==> config.mk <==
export PLATFORM = sky130hd
export DESIGN_NAME = svo_tmds_dec
export DESIGN_NICKNAME = d
export VERILOG_FILES = /design/src/rtl/svo_tmds_dec.sv
export SDC_FILE = /design/constraint.sdc
export NUM_CORES = 1
export LEC_CHECK = 0
export ABC_AREA = 1
export BUFFER_PORTS_ARGS = -buffer_cell sky130_fd_sc_hd__buf_4
export CAP_MARGIN = 20
export CORE_MARGIN = 4
export CORE_UTILIZATION = 25
export CTS_CLUSTER_DIAMETER = 30
export DETAILED_ROUTE_END_ITERATION = 12
export PLACE_DENSITY_LB_ADDON = 0.2
export SYNTH_ARGS = -nofsm -noshare
export SYNTH_HDL_FRONTEND = slang
export SYNTH_SLANG_ARGS = --single-unit
==> constraint.sdc <==
create_clock -name clk -period 2.76 [get_ports clk]
set_clock_uncertainty 0.15 [all_clocks]
set_input_delay 0.138 -clock clk [delete_from_list [all_inputs] [get_ports clk]]
set_output_delay 0.138 -clock clk [all_outputs]
set_load 0.05 [all_outputs]
==> src/rtl/svo_tmds_dec.sv <==
// TMDS receive decoder for one channel: control-token word alignment with bitslip, 2-cycle din->out latency, no backpressure.
// Defining TMDS_DEC_STATS_EN adds saturating slip_count / lock_loss_count outputs.
module svo_tmds_dec #(
  parameter int LOCK_TOKENS = 16,
  parameter int TIMEOUT     = 4095,
  parameter int SLIP_WAIT   = 8
) (
  input  logic       clk,
  input  logic       resetn,
  input  logic [9:0] din,
  output logic       bitslip,
  output logic       locked,
  output logic       de,
  output logic [1:0] ctrl,
  output logic [7:0] dout
`ifdef TMDS_DEC_STATS_EN
  ,
  output logic [7:0] slip_count,
  output logic [7:0] lock_loss_count
`endif
);

  localparam int TOK_W  = $clog2(LOCK_TOKENS + 1);
  localparam int WAIT_W = $clog2(SLIP_WAIT + 1);
  localparam logic [TOK_W-1:0]  TOK_MAX   = TOK_W'(LOCK_TOKENS);
  localparam logic [11:0]       TMR_MAX   = 12'(TIMEOUT);
  localparam logic [WAIT_W-1:0] WAIT_LAST = WAIT_W'(SLIP_WAIT - 1);

  typedef enum logic [1:0] {SEARCH, SLIP, WAIT, LOCKED} state_t;

  state_t            state, state_nxt;
  logic [TOK_W-1:0]  tok_cnt, tok_cnt_nxt, tok_inc;
  logic [11:0]       tmr, tmr_nxt, tmr_inc;
  logic [WAIT_W-1:0] wait_cnt, wait_cnt_nxt;

  logic       tok_in;
  logic [1:0] code_in;
  logic [9:0] s1_dat;
  logic       s1_tok;
  logic [1:0] s1_code;
  logic [7:0] q, dec;

  always_comb begin
    tok_in  = 1'b1;
    code_in = 2'b00;
    case (din)
      10'b1101010100: code_in = 2'b00;
      10'b0010101011: code_in = 2'b01;
      10'b0101010100: code_in = 2'b10;
      10'b1010101011: code_in = 2'b11;
      default:        tok_in  = 1'b0;
    endcase
  end

  // Undo the optional inversion, then the xor/xnor transition chain.
  always_comb begin
    q      = s1_dat[9] ? ~s1_dat[7:0] : s1_dat[7:0];
    dec    = '0;
    dec[0] = q[0];
    for (int i = 1; i < 8; i++) begin
      dec[i] = s1_dat[8] ? (q[i] ^ q[i-1]) : ~(q[i] ^ q[i-1]);
    end
  end

  always_ff @(posedge clk) begin
    if (!resetn) begin
      s1_dat  <= '0;
      s1_tok  <= 1'b0;
      s1_code <= 2'b00;
      de      <= 1'b0;
      ctrl    <= 2'b00;
      dout    <= '0;
    end else begin
      s1_dat  <= din;
      s1_tok  <= tok_in;
      s1_code <= code_in;
      if (!locked) begin
        de   <= 1'b0;
        ctrl <= 2'b00;
        dout <= '0;
      end else if (s1_tok) begin
        de   <= 1'b0;
        ctrl <= s1_code;
        dout <= '0;
      end else begin
        de   <= 1'b1;
        dout <= dec;
      end
    end
  end

  always_ff @(posedge clk) begin
    if (!resetn) begin
      state    <= SEARCH;
      tok_cnt  <= '0;
      tmr      <= '0;
      wait_cnt <= '0;
    end else begin
      state    <= state_nxt;
      tok_cnt  <= tok_cnt_nxt;
      tmr      <= tmr_nxt;
      wait_cnt <= wait_cnt_nxt;
    end
  end

  always_comb begin
    tok_inc      = (tok_cnt == TOK_MAX) ? TOK_MAX : tok_cnt + TOK_W'(1);
    tmr_inc      = (tmr == TMR_MAX) ? TMR_MAX : tmr + 12'd1;
    state_nxt    = state;
    tok_cnt_nxt  = tok_cnt;
    tmr_nxt      = tmr;
    wait_cnt_nxt = wait_cnt;
    bitslip      = 1'b0;
    locked       = 1'b0;
    case (state)
      SEARCH: begin
        tok_cnt_nxt = tok_in ? tok_inc : '0;
        tmr_nxt     = tmr_inc;
        // Lock is checked first so it wins over a coincident timeout.
        if (tok_in && tok_inc == TOK_MAX) begin
          state_nxt   = LOCKED;
          tok_cnt_nxt = '0;
          tmr_nxt     = '0;
        end else if (tmr_inc == TMR_MAX) begin
          state_nxt = SLIP;
        end
      end
      SLIP: begin
        bitslip      = 1'b1;
        state_nxt    = WAIT;
        wait_cnt_nxt = '0;
      end
      WAIT: begin
        wait_cnt_nxt = wait_cnt + WAIT_W'(1);
        if (wait_cnt == WAIT_LAST) begin
          state_nxt   = SEARCH;
          tok_cnt_nxt = '0;
          tmr_nxt     = '0;
        end
      end
      LOCKED: begin
        locked  = 1'b1;
        tmr_nxt = tok_in ? '0 : tmr_inc;
        if (!tok_in && tmr_inc == TMR_MAX) begin
          state_nxt   = SEARCH;
          tok_cnt_nxt = '0;
          tmr_nxt     = '0;
        end
      end
      default: state_nxt = SEARCH;
    endcase
  end

`ifdef TMDS_DEC_STATS_EN
  always_ff @(posedge clk) begin
    if (!resetn) begin
      slip_count      <= '0;
      lock_loss_count <= '0;
    end else begin
      if (state == SLIP && slip_count != 8'hFF) begin
        slip_count <= slip_count + 8'd1;
      end
      if (state == LOCKED && state_nxt == SEARCH && lock_loss_count != 8'hFF) begin
        lock_loss_count <= lock_loss_count + 8'd1;
      end
    end
  end
`endif

endmodule

==> run_results.csv <==
group,metric,value,unit
clock_network,clk_latency,0.30,ns
critical_path,critPathMaxFanout,17,
clock_network,htreeDepth,2,
sta,period_needed,2.38,ns
power_and_ir_drop,ir_drop,480,uV
die,core_area,9680,um2
clock_network,cts_resized,0,
synthesis,yosysSeqAreaShare,38.0,%
job,max-cap-violations,0,
layout,instances_no_fill,525,
critical_path,arrival,2.39,ns
power_and_ir_drop,p_per_area,684,nW/um2
die,rows,36,
layout,drive_above_1_share,12.2,%
synthesis,syn_nets,377,
layout,diodes,0,
clock_network,cts_buffers,5,
sta,fin_setup_tns,0,ns
grt,grt_use_total,9.78,%
route,wl,5.47,mm
sta,rsz0062_at_grt,"no",
clock_network,clock_path_buffers,2,
critical_path,cp.required,2.78,ns
grt,gr-total-overflow,0,
synthesis,postSynth.asyncResetShare,0,%
clock_network,cts_root_buf,"clkbuf_8",
synthesis,synth_common_cells,"nand2_1, dfxtp_1, inv_1, nor2_1, a21oi_1",
sta,timing.final.ws_setup,0.382,ns
place,port_buffers,24,
sta,maxSlewViolCount,0,
route,vias,2174,
grt,grt_max_degree,21,
route,drt_pass1_iterations,4,
synthesis,ys_types,33,
synthesis,yosysMostFrequentCell,"nand2_1",
route,postRouteAntennaNets,0,
die,io_pins,25,
critical_path,cp-start-kind,"register",
layout,fillCellCount,1065,
place,pre_cts_slack,0.377,ns
sta,max_slew_margin,64.2,%
power_and_ir_drop,comb_power_share,34.7,%
power_and_ir_drop,pwr-share-clk,25.3,%
layout,design_area,2990,um2
route,avgRoutedWirePerCell,10.4,um
synthesis,synth_ff_type,"dfxtp_1",
synthesis,syn_inst,356,
die,dieArea,11600,um2
power_and_ir_drop,p_int,1.28,mW
place,place_congestion,0.821,
synthesis,synth.top_cell.area_share,38.0,%
clock_network,postCtsSetupBuffers,0,
power_and_ir_drop,switchingPower,766,uW
route,vias_per_cell,4.14,
power_and_ir_drop,switching_share,37.5,%
critical_path,cp-end-kind,"register",
sta,fin_crit_sh,86.2,%
layout,area_growth,20.9,%
die,start_util,25.6,%
layout,nets,412,
grt,antenna_found_initial,0,
power_and_ir_drop,finalPower,2.05,mW
clock_network,cts.clk_slew.worst_paths,0.09,ns
synthesis,avgSynthCellArea,6.95,um2
sta,worst_pin_slew,0.534,ns
min_path,hp-class,"in2reg",
place,place_area,2780,um2
synthesis,synth_edf_count,0,
grt,grt_pass1_wl,9.38,mm
power_and_ir_drop,leakage,1.30,nW
place,dpl.hpwl,4.09,mm
clock_network,holdBufCountCts,10,
power_and_ir_drop,p_seq_share,40.0,%
clock_network,clock-sinks,47,
clock_network,cts_tree,"done",
die,die_w,107,um
route,drt_iter0_drc,103,
critical_path,path_class,"reg2reg",
place,dp.cells,507,
synthesis,synth_area,2470,um2
run_status,status,"finished, final reports clean",
route,drc,0,
synthesis,synth_seq_cells,47,
sta,final_hold_viol_count,0,
synthesis,yosysTopAreaCell,"dfxtp_1",
synthesis,yosysWarnings,0,
synthesis,synth_top_cells_by_area,"dfxtp_1, nand2_1, inv_1, nor2_1, a21oi_1",
sta,timing.fmax,0.420,GHz
die,dieHeight,107,um
grt,grt_pass1_vias,2096,
sta,setup_viol,0,
-- metrics by stage --
| stage | hold slack [ns] | utilization (%) |
|---|---|---|
| 2_1_floorplan | 0.0815 | - |
| 3_3_place_gp | 0.196 | 28.7 |
| 3_5_place_dp | 0.194 | 28.7 |
| 4_1_cts | 0.00984 | 30.9 |
| 5_1_grt | 0.0182 | 30.9 |
| 6_report | 0.0212 | 30.9 |
-- state kept, by name (all words and copies together), names as in the netlist --
name	cells
tmr	12
s1_dat	10
dout	8
tok_cnt	5
wait_cnt	4
ctrl	2
s1_code	2
state	2
de	1
s1_tok	1
-- worst max-delay path: stages, from the launching register on --
cell and delay (ns):
dfxtp_1 0.43, ha_1 0.28, nand2_1 0.12, nor2_4 0.14, nand3_4 0.19, nand2_1 0.15
nand3_1 0.09, nor2_1 0.14, nand2_1 0.12, nand3_1 0.12, nand2_2 0.15, nand2_1 0.10
a21oi_1 0.06
-- per-layer routing --
layer,up-vias,GRT usage [%],part of all wire [%]
li1,1204,-,-
met1,930,12.6,49
met5,-,0,0
met4,0,3.16,1.4
met2,33,16.3,47
met3,7,2.04,2.9
-- cells in the final DEF (no fill, tap or decap) --
| cell type | Yosys | routed |
|---|---|---|
| nand2_1 | 94 | 94 |
| dfxtp_1 | 47 | 47 |
| inv_1 | 43 | 43 |
| nor2_1 | 43 | 43 |
| a21oi_1 | 28 | 28 |
| buf_4 | 1 | 25 |
| nand3_1 | 24 | 24 |
| dlygate4sd3_1 | 0 | 10 |
| ha_1 | 9 | 9 |
| xor2_1 | 8 | 8 |
| nor3_1 | 7 | 7 |
| o21ai_0 | 6 | 6 |
| nand4_1 | 5 | 5 |
| o21ai_1 | 5 | 5 |
| clkbuf_8 | 0 | 5 |
| a31oi_1 | 4 | 4 |
| xnor2_1 | 3 | 3 |
| nand2_2 | 3 | 3 |
| nand3b_1 | 3 | 3 |
| or2_2 | 2 | 2 |
| nor2_4 | 2 | 2 |
| nor2_2 | 2 | 2 |
| nand2_4 | 2 | 2 |
| nor3b_1 | 1 | 1 |
| nor4_1 | 1 | 1 |
| inv_2 | 1 | 1 |
| nand3_4 | 1 | 1 |
| o21bai_1 | 1 | 1 |
| o21ai_2 | 1 | 1 |
| a21oi_4 | 1 | 1 |
| clkinv_1 | 1 | 1 |
| and3_1 | 1 | 1 |
| clkinv_4 | 0 | 1 |
| inv_6 | 0 | 1 |
| bufinv_16 | 0 | 1 |
-- area by class of cell --
class                           count  area, um2  area share (%)
Multi-Input combinational cell    257       1310            43.8
Sequential cell                    47        941            31.5
Timing Repair Buffer               35        288            9.62
Inverter                           45        169            5.65
Tap cell                          133        166            5.56
Clock buffer                        5       68.8            2.30
Clock inverter                      3       47.5            1.59
-- cell families after synthesis --
group | count (synthesis) | synth area share, %
simple gates | 191 | 34.3
compound gates | 46 | 10.2
buf+inv | 52 | 9.00
flops | 47 | 38.0
xor+xnor | 11 | 3.89
fa+ha+maj | 9 | 4.55
-- power groups by stage --
stage | logic [mW] | clock network [mW] | registers [mW]
after floorplan | 0.544 | 0 | 0.832
after global placement | 0.709 | 0 | 0.833
after detailed placement | 0.706 | 0 | 0.835
after CTS | 0.718 | 0.537 | 0.819
after global routing | 0.808 | 0.564 | 0.832
final | 0.709 | 0.518 | 0.819
-- final timing paths --
check / start / end / slack [ns] / cells past startpoint
max: tmr[0]$_SDFFE_PN0P_ / tmr[7]$_SDFFE_PN0P_ / 0.38 / 12
min: resetn / s1_dat[6]$_SDFF_PN0_ / 0.02 / 3
max reg2reg: tmr[0]$_SDFFE_PN0P_ / tmr[7]$_SDFFE_PN0P_ / 0.38 / 12
min reg2reg: s1_code[1]$_SDFF_PN0_ / ctrl[1]$_SDFFE_PN0P_ / 0.30 / 2
Note: power is estimated with default switching activity, not from simulation.
